<file path="src/rtl/bch_decode_sequencer.sv">
`default_nettype none
// ============================================================================
// Module      : bch_decode_sequencer
// Description : Bit-serial BCH(15,7,t=2) encoder / syndrome, locator and Chien
//               search decoder behind a valid/ready job interface.
//               Optional macro BCH_ERR_COUNT_EN enables the err_cnt counter.
// Revision    : 1.0 - initial release
// ============================================================================
module bch_decode_sequencer #(
  parameter logic [8:0] GEN_POLY = 9'b111010001
) (
  input  logic        clk,
  input  logic        rst_n,
  input  logic        in_valid,
  output logic        in_ready,
  input  logic        in_mode,
  input  logic [14:0] in_data,
  output logic        out_valid,
  input  logic        out_ready,
  output logic [14:0] out_data,
  output logic [1:0]  out_status,
  output logic [7:0]  err_cnt
);

  localparam logic [2:0] c_IDLE   = 3'd0;
  localparam logic [2:0] c_ENC    = 3'd1;
  localparam logic [2:0] c_SYND   = 3'd2;
  localparam logic [2:0] c_LOCATE = 3'd3;
  localparam logic [2:0] c_CHIEN  = 3'd4;
  localparam logic [2:0] c_DONE   = 3'd5;

  // GF(16) constants, field polynomial x^4+x+1
  localparam logic [3:0] c_ALPHA      = 4'b0010;
  localparam logic [3:0] c_ALPHA3     = 4'b1000;
  localparam logic [3:0] c_ALPHA_INV  = 4'b1001;
  localparam logic [3:0] c_ALPHA_INV2 = 4'b1101;

  localparam logic [1:0] c_ST_UNCORR = 2'b11;

  function automatic logic [3:0] gf_mul(input logic [3:0] a, input logic [3:0] b);
    logic [3:0] acc;
    logic [3:0] sh;
    acc = 4'd0;
    sh  = a;
    for (int i = 0; i < 4; i++) begin
      if (b[i]) acc = acc ^ sh;
      sh = {sh[2:0], 1'b0} ^ (sh[3] ? 4'b0011 : 4'b0000);
    end
    return acc;
  endfunction

  // Inverse as a^14 = a^8 * a^4 * a^2; maps 0 to 0
  function automatic logic [3:0] gf_inv(input logic [3:0] a);
    logic [3:0] a2;
    logic [3:0] a4;
    logic [3:0] a8;
    a2 = gf_mul(a, a);
    a4 = gf_mul(a2, a2);
    a8 = gf_mul(a4, a4);
    return gf_mul(gf_mul(a8, a4), a2);
  endfunction

  logic [2:0]  r_state;
  logic [4:0]  r_cnt;
  logic [14:0] r_rx;
  logic [14:0] r_word;
  logic [14:0] r_shift;
  logic [7:0]  r_par;
  logic [3:0]  r_s1;
  logic [3:0]  r_s3;
  logic [3:0]  r_t1;
  logic [3:0]  r_t2;
  logic [1:0]  r_deg;
  logic [3:0]  r_roots;
  logic [1:0]  r_status;

  logic        w_done;
  logic        w_fb;
  logic [7:0]  w_par_next;
  logic [3:0]  w_s1_next;
  logic [3:0]  w_s3_next;
  logic [3:0]  w_s1_cube;
  logic [3:0]  w_sigma2;
  logic        w_uncorr;
  logic        w_double;
  logic        w_chien_zero;
  logic [14:0] w_bit_mask;

  assign w_done     = (r_state == c_DONE);
  assign in_ready   = (r_state == c_IDLE);
  assign out_valid  = w_done;
  assign out_data   = w_done ? r_word   : 15'd0;
  assign out_status = w_done ? r_status : 2'b00;

  assign w_fb       = r_shift[14] ^ r_par[7];
  assign w_par_next = {r_par[6:0], 1'b0} ^ (w_fb ? GEN_POLY[7:0] : 8'h00);

  assign w_s1_next  = gf_mul(r_s1, c_ALPHA)  ^ {3'b000, r_shift[14]};
  assign w_s3_next  = gf_mul(r_s3, c_ALPHA3) ^ {3'b000, r_shift[14]};

  assign w_s1_cube  = gf_mul(gf_mul(r_s1, r_s1), r_s1);
  assign w_sigma2   = gf_mul(r_s3 ^ w_s1_cube, gf_inv(r_s1));
  assign w_uncorr   = (r_s1 == 4'd0) && (r_s3 != 4'd0);
  assign w_double   = (r_s1 != 4'd0) && (r_s3 != w_s1_cube);

  // sigma(a^-j) = 1 + S1*a^-j + sigma2*a^-2j, terms rotated once per cycle
  assign w_chien_zero = ((4'b0001 ^ r_t1 ^ r_t2) == 4'd0);
  assign w_bit_mask   = 15'd1 << r_cnt[3:0];

  always_ff @(posedge clk or negedge rst_n) begin
    if (!rst_n) begin
      r_state  <= c_IDLE;
      r_cnt    <= 5'd0;
      r_rx     <= 15'd0;
      r_word   <= 15'd0;
      r_shift  <= 15'd0;
      r_par    <= 8'd0;
      r_s1     <= 4'd0;
      r_s3     <= 4'd0;
      r_t1     <= 4'd0;
      r_t2     <= 4'd0;
      r_deg    <= 2'd0;
      r_roots  <= 4'd0;
      r_status <= 2'b00;
    end else begin
      case (r_state)
        c_IDLE: begin
          if (in_valid) begin
            r_rx     <= in_data;
            r_word   <= in_data;
            r_shift  <= in_data;
            r_par    <= 8'd0;
            r_s1     <= 4'd0;
            r_s3     <= 4'd0;
            r_roots  <= 4'd0;
            r_status <= 2'b00;
            r_cnt    <= 5'd0;
            r_state  <= in_mode ? c_ENC : c_SYND;
          end
        end

        c_ENC: begin
          if (r_cnt == 5'd7) begin
            r_word  <= {r_rx[14:8], r_par};
            r_state <= c_DONE;
          end else begin
            r_par   <= w_par_next;
            r_shift <= {r_shift[13:0], 1'b0};
            r_cnt   <= r_cnt + 5'd1;
          end
        end

        c_SYND: begin
          r_s1    <= w_s1_next;
          r_s3    <= w_s3_next;
          r_shift <= {r_shift[13:0], 1'b0};
          if (r_cnt == 5'd14) begin
            r_cnt   <= 5'd0;
            r_state <= c_LOCATE;
          end else begin
            r_cnt <= r_cnt + 5'd1;
          end
        end

        c_LOCATE: begin
          if (w_uncorr) begin
            // Hold here so the overall latency matches the Chien path
            if (r_cnt == 5'd16) begin
              r_status <= c_ST_UNCORR;
              r_word   <= r_rx;
              r_state  <= c_DONE;
            end else begin
              r_cnt <= r_cnt + 5'd1;
            end
          end else begin
            r_t1    <= r_s1;
            r_t2    <= w_double ? w_sigma2 : 4'd0;
            r_deg   <= (r_s1 == 4'd0) ? 2'd0 : (w_double ? 2'd2 : 2'd1);
            r_cnt   <= 5'd0;
            r_state <= c_CHIEN;
          end
        end

        c_CHIEN: begin
          if (r_cnt == 5'd15) begin
            if (r_roots == {2'b00, r_deg}) begin
              r_status <= r_deg;
            end else begin
              r_status <= c_ST_UNCORR;
              r_word   <= r_rx;
            end
            r_state <= c_DONE;
          end else begin
            if (w_chien_zero) begin
              r_word  <= r_word ^ w_bit_mask;
              r_roots <= r_roots + 4'd1;
            end
            r_t1  <= gf_mul(r_t1, c_ALPHA_INV);
            r_t2  <= gf_mul(r_t2, c_ALPHA_INV2);
            r_cnt <= r_cnt + 5'd1;
          end
        end

        c_DONE: begin
          if (out_ready) r_state <= c_IDLE;
        end

        default: r_state <= c_IDLE;
      endcase
    end
  end

`ifdef BCH_ERR_COUNT_EN
  logic [7:0] r_err_cnt;

  // Encode results are always status 00, so only decodes can count
  always_ff @(posedge clk or negedge rst_n) begin
    if (!rst_n) begin
      r_err_cnt <= 8'd0;
    end else if (w_done && out_ready && (r_status != 2'b00) && (r_err_cnt != 8'hFF)) begin
      r_err_cnt <= r_err_cnt + 8'd1;
    end
  end

  assign err_cnt = r_err_cnt;
`else
  assign err_cnt = 8'h00;
`endif

endmodule
`default_nettype wire

</file>
<file path="config.mk">
export PLATFORM = sky130hd
export DESIGN_NAME = bch_decode_sequencer
export DESIGN_NICKNAME = d
export VERILOG_FILES = /design/src/rtl/bch_decode_sequencer.sv
export SDC_FILE = /design/constraint.sdc
export NUM_CORES = 1
export LEC_CHECK = 0
export CAP_MARGIN = 10
export CORE_UTILIZATION = 36
export DETAILED_ROUTE_END_ITERATION = 10
export PLACE_DENSITY = 0.52
export REMOVE_ABC_BUFFERS = 1
export SLEW_MARGIN = 25
export SYNTH_ARGS = -nofsm -noshare
export SYNTH_HDL_FRONTEND = slang
export SYNTH_SLANG_ARGS = --single-unit
</file>
<file path="constraint.sdc">
create_clock -name clk -period 5.18 [get_ports clk]
set_input_delay 1.036 -clock clk [delete_from_list [all_inputs] [get_ports clk]]
set_output_delay 1.036 -clock clk [all_outputs]
set_load 0.01 [all_outputs]
</file>
* Yosys cells after proc, flatten, opt, wreduce, memory -nomap -nowiden
Index checks and enable logic that the tools add are counted.
** Operators by class
- $add $sub $neg :: 2
- Equality and inequality tests :: 26
- Shifts and indexed selects :: 1
- Muxes and demuxes :: 114
- Bitwise operators :: 60
- Reductions and logical operators :: 26
** Operator list (number)
- 4-bit 2-to-1 mux :: 42
- 15-bit 2-to-1 mux :: 9
- 4-bit by 2-bit bitwise XOR with 4-bit output :: 27
- 4-bit bitwise XOR :: 26
- 2-bit 2-to-1 mux :: 36
- 15-bit one-hot mux with 4 select lines :: 1
- 15-bit one-hot mux with 3 select lines :: 1
- 4-bit one-hot mux with 2 select lines :: 5
- 5-bit 2-to-1 mux :: 6
- 5-bit one-hot mux with 5 select lines :: 1
- 8-bit 2-to-1 mux :: 3
- 2-bit != test (second input constant) :: 11
- 3-bit 2-to-1 mux :: 7
- 3-bit one-hot mux with 6 select lines :: 1
- 8-bit one-hot mux with 2 select lines :: 1
- 1-bit by 4-bit << shifter with 15-bit output (first input constant) :: 1
- 15-bit bitwise XOR :: 1
- 3-bit != test (second input constant) :: 4
- 4-bit nonzero test :: 3
- 5-bit by 4-bit equality test with 1-bit output (second input constant) :: 2
- 5-bit AND reduction :: 2
- 3-bit AND reduction :: 3
- 4-bit zero test :: 2
- 2-bit nonzero test :: 4
- 22 further kinds :: 30
** Storage, ports and cells
- Register bits :: 85
- Input bits :: 20
- Output and inout bits :: 27
- Word-level logic and storage cells :: 242

* Logic depth before layout (Yosys ltp)
Gate-level depths: netlist (run 1).
- Depth in word-level cells :: 50
- Mapped depth :: 20
- Depth with buffers taken out :: 17

* Worst setup path before layout (run 1)
OpenSTA, ideal clock, no wires.
- Kind :: reg-to-reg
- From :: reg r_s1[0]
- To :: reg r_t2[2]
- Library setup time :: 0.082 ns
- Arrival time :: 4.269 ns
- Data required time :: 5.098 ns
- Slack :: 0.829 ns
- Stages on the path, launching flop included :: 20
- Buffers on the path :: 4
- Period minus slack after synthesis :: 4.351 ns
- Path through :: dfrtp_1 ha_1 buf_4 xnor2_1 mux2_4 nand2_4 inv_2 buf_6 ha_1 buf_2 buf_1 nor3_1 o21ai_0 nand3_1 xnor2_2 xnor2_1 nor2_1 xnor3_1 or3_1 a31oi_1
** On the way
- Word-level cells in the longest chain between the ends :: 47
- Elaborated cells on any way between the ends :: 92
- Classes of those cells :: 2 x eq/ne; 45 x mux; 40 x bitwise; 5 x reduce/logical
** RTL lines
- start: declaration :: line 69 : logic [3:0] r_s1;
- start signal: assignment :: line 154 : r_s1 <= w_s1_next;
- 4-bit 2-to-1 mux :: line 46 : if (b[i]) acc = acc ^ sh;
- 4-bit bitwise XOR :: line 46
- 4-bit 2-to-1 mux :: line 46
- 4-bit bitwise XOR :: line 46
- 4-bit 2-to-1 mux :: line 46
- 4-bit bitwise XOR :: line 46
- 4-bit 2-to-1 mux :: line 46
- 2-bit 2-to-1 mux :: line 47 : sh = {sh[2:0], 1'b0} ^ (sh[3] ? 4'b0011 : 4'b0000);
- [... 31 more ...]
- 4-bit 2-to-1 mux :: line 46
- 4-bit bitwise XOR :: line 46
- 4-bit 2-to-1 mux :: line 46
- 4-bit bitwise XOR :: line 46
- 4-bit 2-to-1 mux :: line 46
- 4-bit 2-to-1 mux :: line 177 : r_t2 <= w_double ? w_sigma2 : 4'd0;
- 4-bit 2-to-1 mux :: line 166 : if (w_uncorr) begin
- 4-bit one-hot mux with 2 select lines :: line 126 : case (r_state)
- end signal: assignment :: line 177
- end signal: assignment :: line 199 : r_t2 <= gf_mul(r_t2, c_ALPHA_INV2);
- end: declaration :: line 72 : logic [3:0] r_t2;
Parallel ways exist; a longest one is shown, timed or not. The select of a mux whose other input is x is not followed.
A chain may end at the register's enable or synchronous reset.

* Final worst setup path (run 1)
- From :: reg r_s1[3]
- To :: reg r_t2[2]
** On the way
- Word-level cells in the longest chain between the ends :: 47
- Elaborated cells on any way between the ends :: 93
- Classes of those cells :: 2 x eq/ne; 46 x mux; 40 x bitwise; 5 x reduce/logical
** RTL lines (line)
- 2-bit 2-to-1 mux / 4-bit 2-to-1 mux (equally long branches) :: 47, 46
- 4-bit by 2-bit bitwise XOR with 4-bit output / 4-bit bitwise XOR (equally long branches) :: 47, 46
- 4-bit bitwise XOR / 4-bit 2-to-1 mux (equally long branches) :: 46
- 4-bit 2-to-1 mux / 4-bit bitwise XOR (equally long branches) :: 46
- 4-bit bitwise XOR / 4-bit 2-to-1 mux (equally long branches) :: 46
- 4-bit 2-to-1 mux / 4-bit bitwise XOR (equally long branches) :: 46
- 4-bit bitwise XOR / 4-bit 2-to-1 mux (equally long branches) :: 46
- 4-bit 2-to-1 mux / 2-bit 2-to-1 mux (equally long branches) :: 46, 47
- [... 31 more ...]
- 4-bit 2-to-1 mux :: 46
- 4-bit bitwise XOR :: 46
- 4-bit 2-to-1 mux :: 46
- 4-bit bitwise XOR :: 46
- 4-bit 2-to-1 mux :: 46
- 4-bit 2-to-1 mux :: 177
- 4-bit 2-to-1 mux :: 166
- 4-bit one-hot mux with 2 select lines :: 126
Parallel ways exist; a longest one is shown, timed or not. The select of a mux whose other input is x is not followed.

==> results.cfg, run 1 <==
[run_status]
status = finished clean

[timing]
fin_skew_ns = 0.00670
slew_headroom_pct = 32.2
holdWs_ns = 0.513
worst_pin_slew_ns = 1.01
finalHoldViolCount = 0
setup_viol = 0
finalSetupTns_ns = 0
finalCritPeriodShare_pct = 89.5
maxSlewViolCount = 0
fin_crit_ns = 4.64
rsz0062_at_grt = false
max_freq_mhz = 216

[floorplan]
die_x_um = 134
num_io_pins = 47
die_y_um = 134
dieArea_um2 = 17800
fp-row-count = 47
fp.coreArea_um2 = 16800
start_util_pct = 37.2

[route]
via_per_inst = 5.68
route.met3.wl_um = 816
met1_length_mm = 8.56
drt-total-wl_mm = 17.3
wl_met2_mm = 7.79
drt-initial-drc-count = 398
dr_total_vias = 5531
highest_layer = met4
drc = 0
wl_per_cell_um = 17.8
first_pass_iters = 5
ant_nets = 0

[critical_path]
start_kind = register
critical_path_required_ns = 5.45
startpoint = r_s1[3]
cp.arrival_ns = 4.90
timing.reg2reg.setup_slack_ns = 0.54
criticalPathCategory = reg2reg
end_kind = register
reg2reg_from = r_s1[3]
crit_fanout = 19

[global_route]
grt_pass1_vias = 5171
antenna_found_initial = 0
grt_max_degree = 86
overflow = 0
grt_usage_pct = 20.0
grt_pass1_wl_mm = 28.1

[power]
switchingPower_uw = 2390
switching_share_pct = 48.4
internal_power_uw = 2540
power_leakage_uw = 0.00284
p_comb_share_pct = 60.7
seqPwrFrac_pct = 26.0
power.share.clock_pct = 13.3
powerDensity_nw_per_um2 = 699
peakVddDrop_v = 0.000304

[yosys]
avgSynthCellArea_um2 = 8.48
synth_cells = 735
muxShareOfSynthArea_pct = 6.46
synth_edf_count = 0
synth_fa_ha_area_share_pct = 3.01
synth_top_family_by_area = compound AO/OA/AOI/OAI gates
synth-seq-area-share_pct = 34.1
yosys.area_share.simple_pct = 18.9
netlist_top_cells_area = dfrtp_1, o21ai_0, nand2_1
synth_top_area_share_pct = 34.1
synth_compound_area_share_pct = 22.8
synthDistinctLibCells = 77
yosysTopAreaCell = dfrtp_1
ys_ff_latch = 85
synth-main-ff-cell = dfrtp_1
syn-cell-area_um2 = 6230
synth-xor-area-share_pct = 8.87
synthArstFlopShare_pct = 100
ys_warn_count = 0

[finish]
nets = 784
multi_input_area_um2 = 3790
antenna_cells = 0
drive_above_1_share_pct = 7.69
layout_common_cells = dfrtp_1, nand2_1, o21ai_0
fillers = 1688
area_growth_pct = 13.1
finalNonFillerCells = 974
regArea_um2 = 2130
utilization_pct = 42.1
final_common_cell = dfrtp_1

[placement]
place_congestion = 0.839
portBuffers = 38
placed_cells = 958
dp_hpwl_mm = 12.2

[clock_tree]
cts_buffers = 9
ctsHoldBuffers = 0
htree_levels = 3
cts.sinks = 85
clk_pin_slew_ns = 0.07
tritoncts = built
clkLatencyLatePin_ns = 0.35
cts_resized = 0
post_cts_buffers = 0
cts_root_buf = clkbuf_16
clockBufferDepth = 2

[job]
drv_cap = 0

[hold_path]
hold_class = reg2reg
worstHoldStart = r_rx[12]
routing by layer:
metal | GRT usage [%] | up-vias
met2 | 30.1 | 133
met3 | 3.88 | 10
met1 | 29.5 | 2725
met5 | 0 | -
li1 | - | 2663
met4 | 4.23 | 0
critical path, cell delays in order (launching register included):
cell and delay [ns]:
dfrtp_1 0.39, ha_1 0.48, nand2_1 0.24, xnor2_4 0.47
inv_2 0.26, ha_1 0.46, inv_1 0.23, nor2_1 0.08
o41ai_1 0.24, a21oi_1 0.12, o31ai_1 0.41, nand3_1 0.18
nand2_1 0.12, xnor3_1 0.40, or3_1 0.35, a31oi_1 0.12
flip-flops by register name, summed over array words and instances, names as in the netlist:
name	flops
r_deg	2
r_s1	4
r_roots	4
r_s3	4
r_rx	15
r_par	8
r_state	3
r_t1	4
r_t2	4
r_word	15
r_status	2
r_shift	15
r_cnt	5
cell type report:
| type | count | share of cell area [%] |
|---|---|---|
| Tap cell | 220 | 3.91 |
| Clock buffer | 10 | 3.25 |
| Clock inverter | 6 | 1.01 |
| Sequential cell | 85 | 30.2 |
| Inverter | 25 | 1.33 |
| Timing Repair Buffer | 48 | 6.48 |
| Multi-Input combinational cell | 580 | 53.8 |
kinds of logic (layout without fill, tap and decap cells):
family / Yosys count / count (layout)
simple gates: 247 / 247
compound gates: 218 / 218
flops: 85 / 85
buf+inv: 77 / 89
xor+xnor: 54 / 54
mux: 38 / 38
fa+ha+maj: 15 / 15
other cells: 1 / 8
cell usage after synthesis (12+ instances only):
library cell	instances
a31oi_1	12
nand2_1	78
nor2_1	62
a21oi_1	41
nor3_1	15
ha_1	15
xor2_1	16
and2_1	17
mux2i_1	23
clkbuf_1	28
inv_1	23
nand3_1	19
mux2_2	14
a221oi_1	14
dfrtp_1	85
o21ai_0	64
xnor2_1	31
through the flow:
step                      worst slack, ns  cell area (um2)  total power, uW
after global placement              0.520             6730             4200
final                               0.543             7050             4930
after global routing                0.221             7050             5360
after floorplan                     0.550             6000             3400
after detailed placement            0.457             6730             4250
after CTS                           0.416             7030             4920
power groups by stage:
stage | logic (uW) | registers, uW | clock network, uW
after floorplan | 2170 | 1230 | 0
after global placement | 2930 | 1280 | 0
after detailed placement | 2960 | 1290 | 0
after CTS | 2970 | 1280 | 674
after global routing | 3330 | 1330 | 708
final | 2990 | 1280 | 655
final timing paths:
path	end	cells past startpoint
worst max-delay path	r_t2[2]	15
worst min-delay path	r_rx[12]	1
worst max register to register	r_t2[2]	15
worst min register to register	r_rx[12]	1
max in group asynchronous	r_deg[1]	1
min in group asynchronous	r_shift[2]	1
No activity file was read; power rests on OpenSTA's default activity.
==> run 2, diff against run 1 <==
Settings changed: GPL_TIMING_DRIVEN set to 1.
==> results of run 2 <==
No change in the layout: final DEF, timing and power equal those of run 1.
==> run 3, diff against run 2 <==
Settings changed: CTS_CLUSTER_SIZE set to 25, DONT_BUFFER_PORTS set to 1, PLACE_DENSITY 0.52 to 0.5.
Clock period 5.18 ns to 4 ns, I/O delays scaled along.
==> results.cfg, run 3 (synthesis gave the netlist of run 1 again) <==
[global_route]
grt_pass1_wl_mm = 27.9
overflow = 0
grt_usage_pct = 19.9
grt_max_degree = 86
antenna_found_initial = 0
grt_pass1_vias = 5173

[clock_tree]
clk_pin_slew_ns = 0.06
cts_buffers = 9
clkLatencyLatePin_ns = 0.35
clockBufferDepth = 2
cts_root_buf = clkbuf_16
cts.sinks = 85
htree_levels = 3
tritoncts = built

[critical_path]
reg2reg_to = r_t2[2]
crit_fanout = 18
worstSetupEndpoint = r_t2[2]
startpoint = r_s1[3]
reg2reg_depth = 16
critical_path_required_ns = 4.27
end_kind = register
cp.arrival_ns = 4.04
start_kind = register
reg2reg_from = r_s1[3]
timing.reg2reg.setup_slack_ns = 0.23
criticalPathCategory = reg2reg

[hold_path]
hold_class = in2async

[floorplan]
fp.coreArea_um2 = 16800
fp-row-count = 47
start_util_pct = 37.2
die_x_um = 134
num_io_pins = 47
die_y_um = 134
dieArea_um2 = 17800

[route]
drc = 0
first_pass_iters = 5
dr_total_vias = 5479
drt-initial-drc-count = 361
wl_per_cell_um = 18.0
ant_nets = 0
via_per_inst = 5.69
drt-total-wl_mm = 17.4

[job]
drv_cap = 0

[finish]
layout_common_cells = dfrtp_1, nand2_1, o21ai_0
drive_above_1_share_pct = 12.9
top_regs = r_rx (15), r_shift (15), r_word (15)
nets = 773
final_common_cell = dfrtp_1
area_growth_pct = 11.0
antenna_cells = 0

[timing]
slew_headroom_pct = 37.4
rsz0062_at_grt = false
fin_crit_ns = 3.77
finalHoldViolCount = 0
worst_pin_slew_ns = 0.939
holdWs_ns = 0.146
finalCritPeriodShare_pct = 94.3
setup_viol = 0
fin_skew_ns = 0.0104
max_freq_mhz = 265
maxSlewViolCount = 0

[power]
total_power_uw = 6530
p_comb_share_pct = 62.6
power_leakage_uw = 0.00283
peakVddDrop_v = 0.000397
seqPwrFrac_pct = 25.3
powerDensity_nw_per_um2 = 944
switchingPower_uw = 3150
power.share.clock_pct = 12.1
switching_share_pct = 48.2
internal_power_uw = 3390

[placement]
dp_hpwl_mm = 12.3
place_congestion = 0.849
portBuffers = 0

[run_status]
status = finished clean
-- run 3: metal layers --
metal	part of all wire, %	track usage (%)	vias to the layer above
met4	1.7	6.31	0
met2	46	31.0	144
li1	-	-	2633
met1	48	27.8	2684
met5	0	0	-
met3	4.5	3.69	18
-- run 3: timing repair --
| action | in CTS | in global routing |
|---|---|---|
| hold buffers | 0 | 0 |
| endpoints found under the setup margin | 0 | 4 |
| gates resized for setup | 0 | 20 |
| hold endpoints to repair | 0 | 0 |
| buffers inserted | 0 | 3 |
-- run 3: worst min-delay path by stage --
stage                     slack (ns)        from  depth (start not counted)         end
after detailed placement        0.50     r_rx[9]                          1     r_rx[9]
after global routing            0.13       rst_n                          0    r_par[3]
after CTS                       0.13       rst_n                          0    r_par[5]
after floorplan                 0.47  r_shift[0]                          2  r_shift[0]
final                           0.15       rst_n                          0  r_shift[3]
after global placement          0.49    r_rx[11]                          1    r_rx[11]
-- run 3: power by group through the flow --
stage          clock, uW  sequential, uW  combinational, uW
2_1_floorplan          0            1590               2820
3_3_place_gp           0            1650               3850
3_5_place_dp           0            1660               3940
4_1_cts              814            1650               3960
5_1_grt              844            1710               4550
6_report             791            1650               4090
-- run 3: area by class of cell --
cell class                 count  area (um2)
timing repair buffer          37         289
clock buffer                  10         229
inverter                      25        93.8
sequential                    85        2130
clock inverter                 6        43.8
tap                          220         275
multi-input combinational    580        3860
fill                        1667        9840
-- run 3: critical path, stage by stage (launching register included) --
cell and delay, ns:
dfrtp_1 0.40, ha_1 0.34, buf_4 0.19, nand2_1 0.12
xnor2_2 0.17, inv_2 0.10, buf_6 0.18, ha_1 0.21
buf_4 0.15, inv_1 0.08, a221o_1 0.39, a31oi_4 0.23
nand3_1 0.13, nand2_1 0.10, xnor3_1 0.39, or3_1 0.36
a31oi_1 0.13
-- run 3: stage by stage --
step	utilization (%)	setup WS, ns	cell area (um2)	setup TNS (ns)	instances
CTS	40.6	0.0288	6810	0	960
floorplan	-	-0.630	6000	-2.30	690
detailed placement	39.0	0.0709	6540	0	944
global placement	39.0	0.139	6540	0	944
global route	41.3	0.00299	6920	0	963
finish	41.3	0.229	6920	0	963
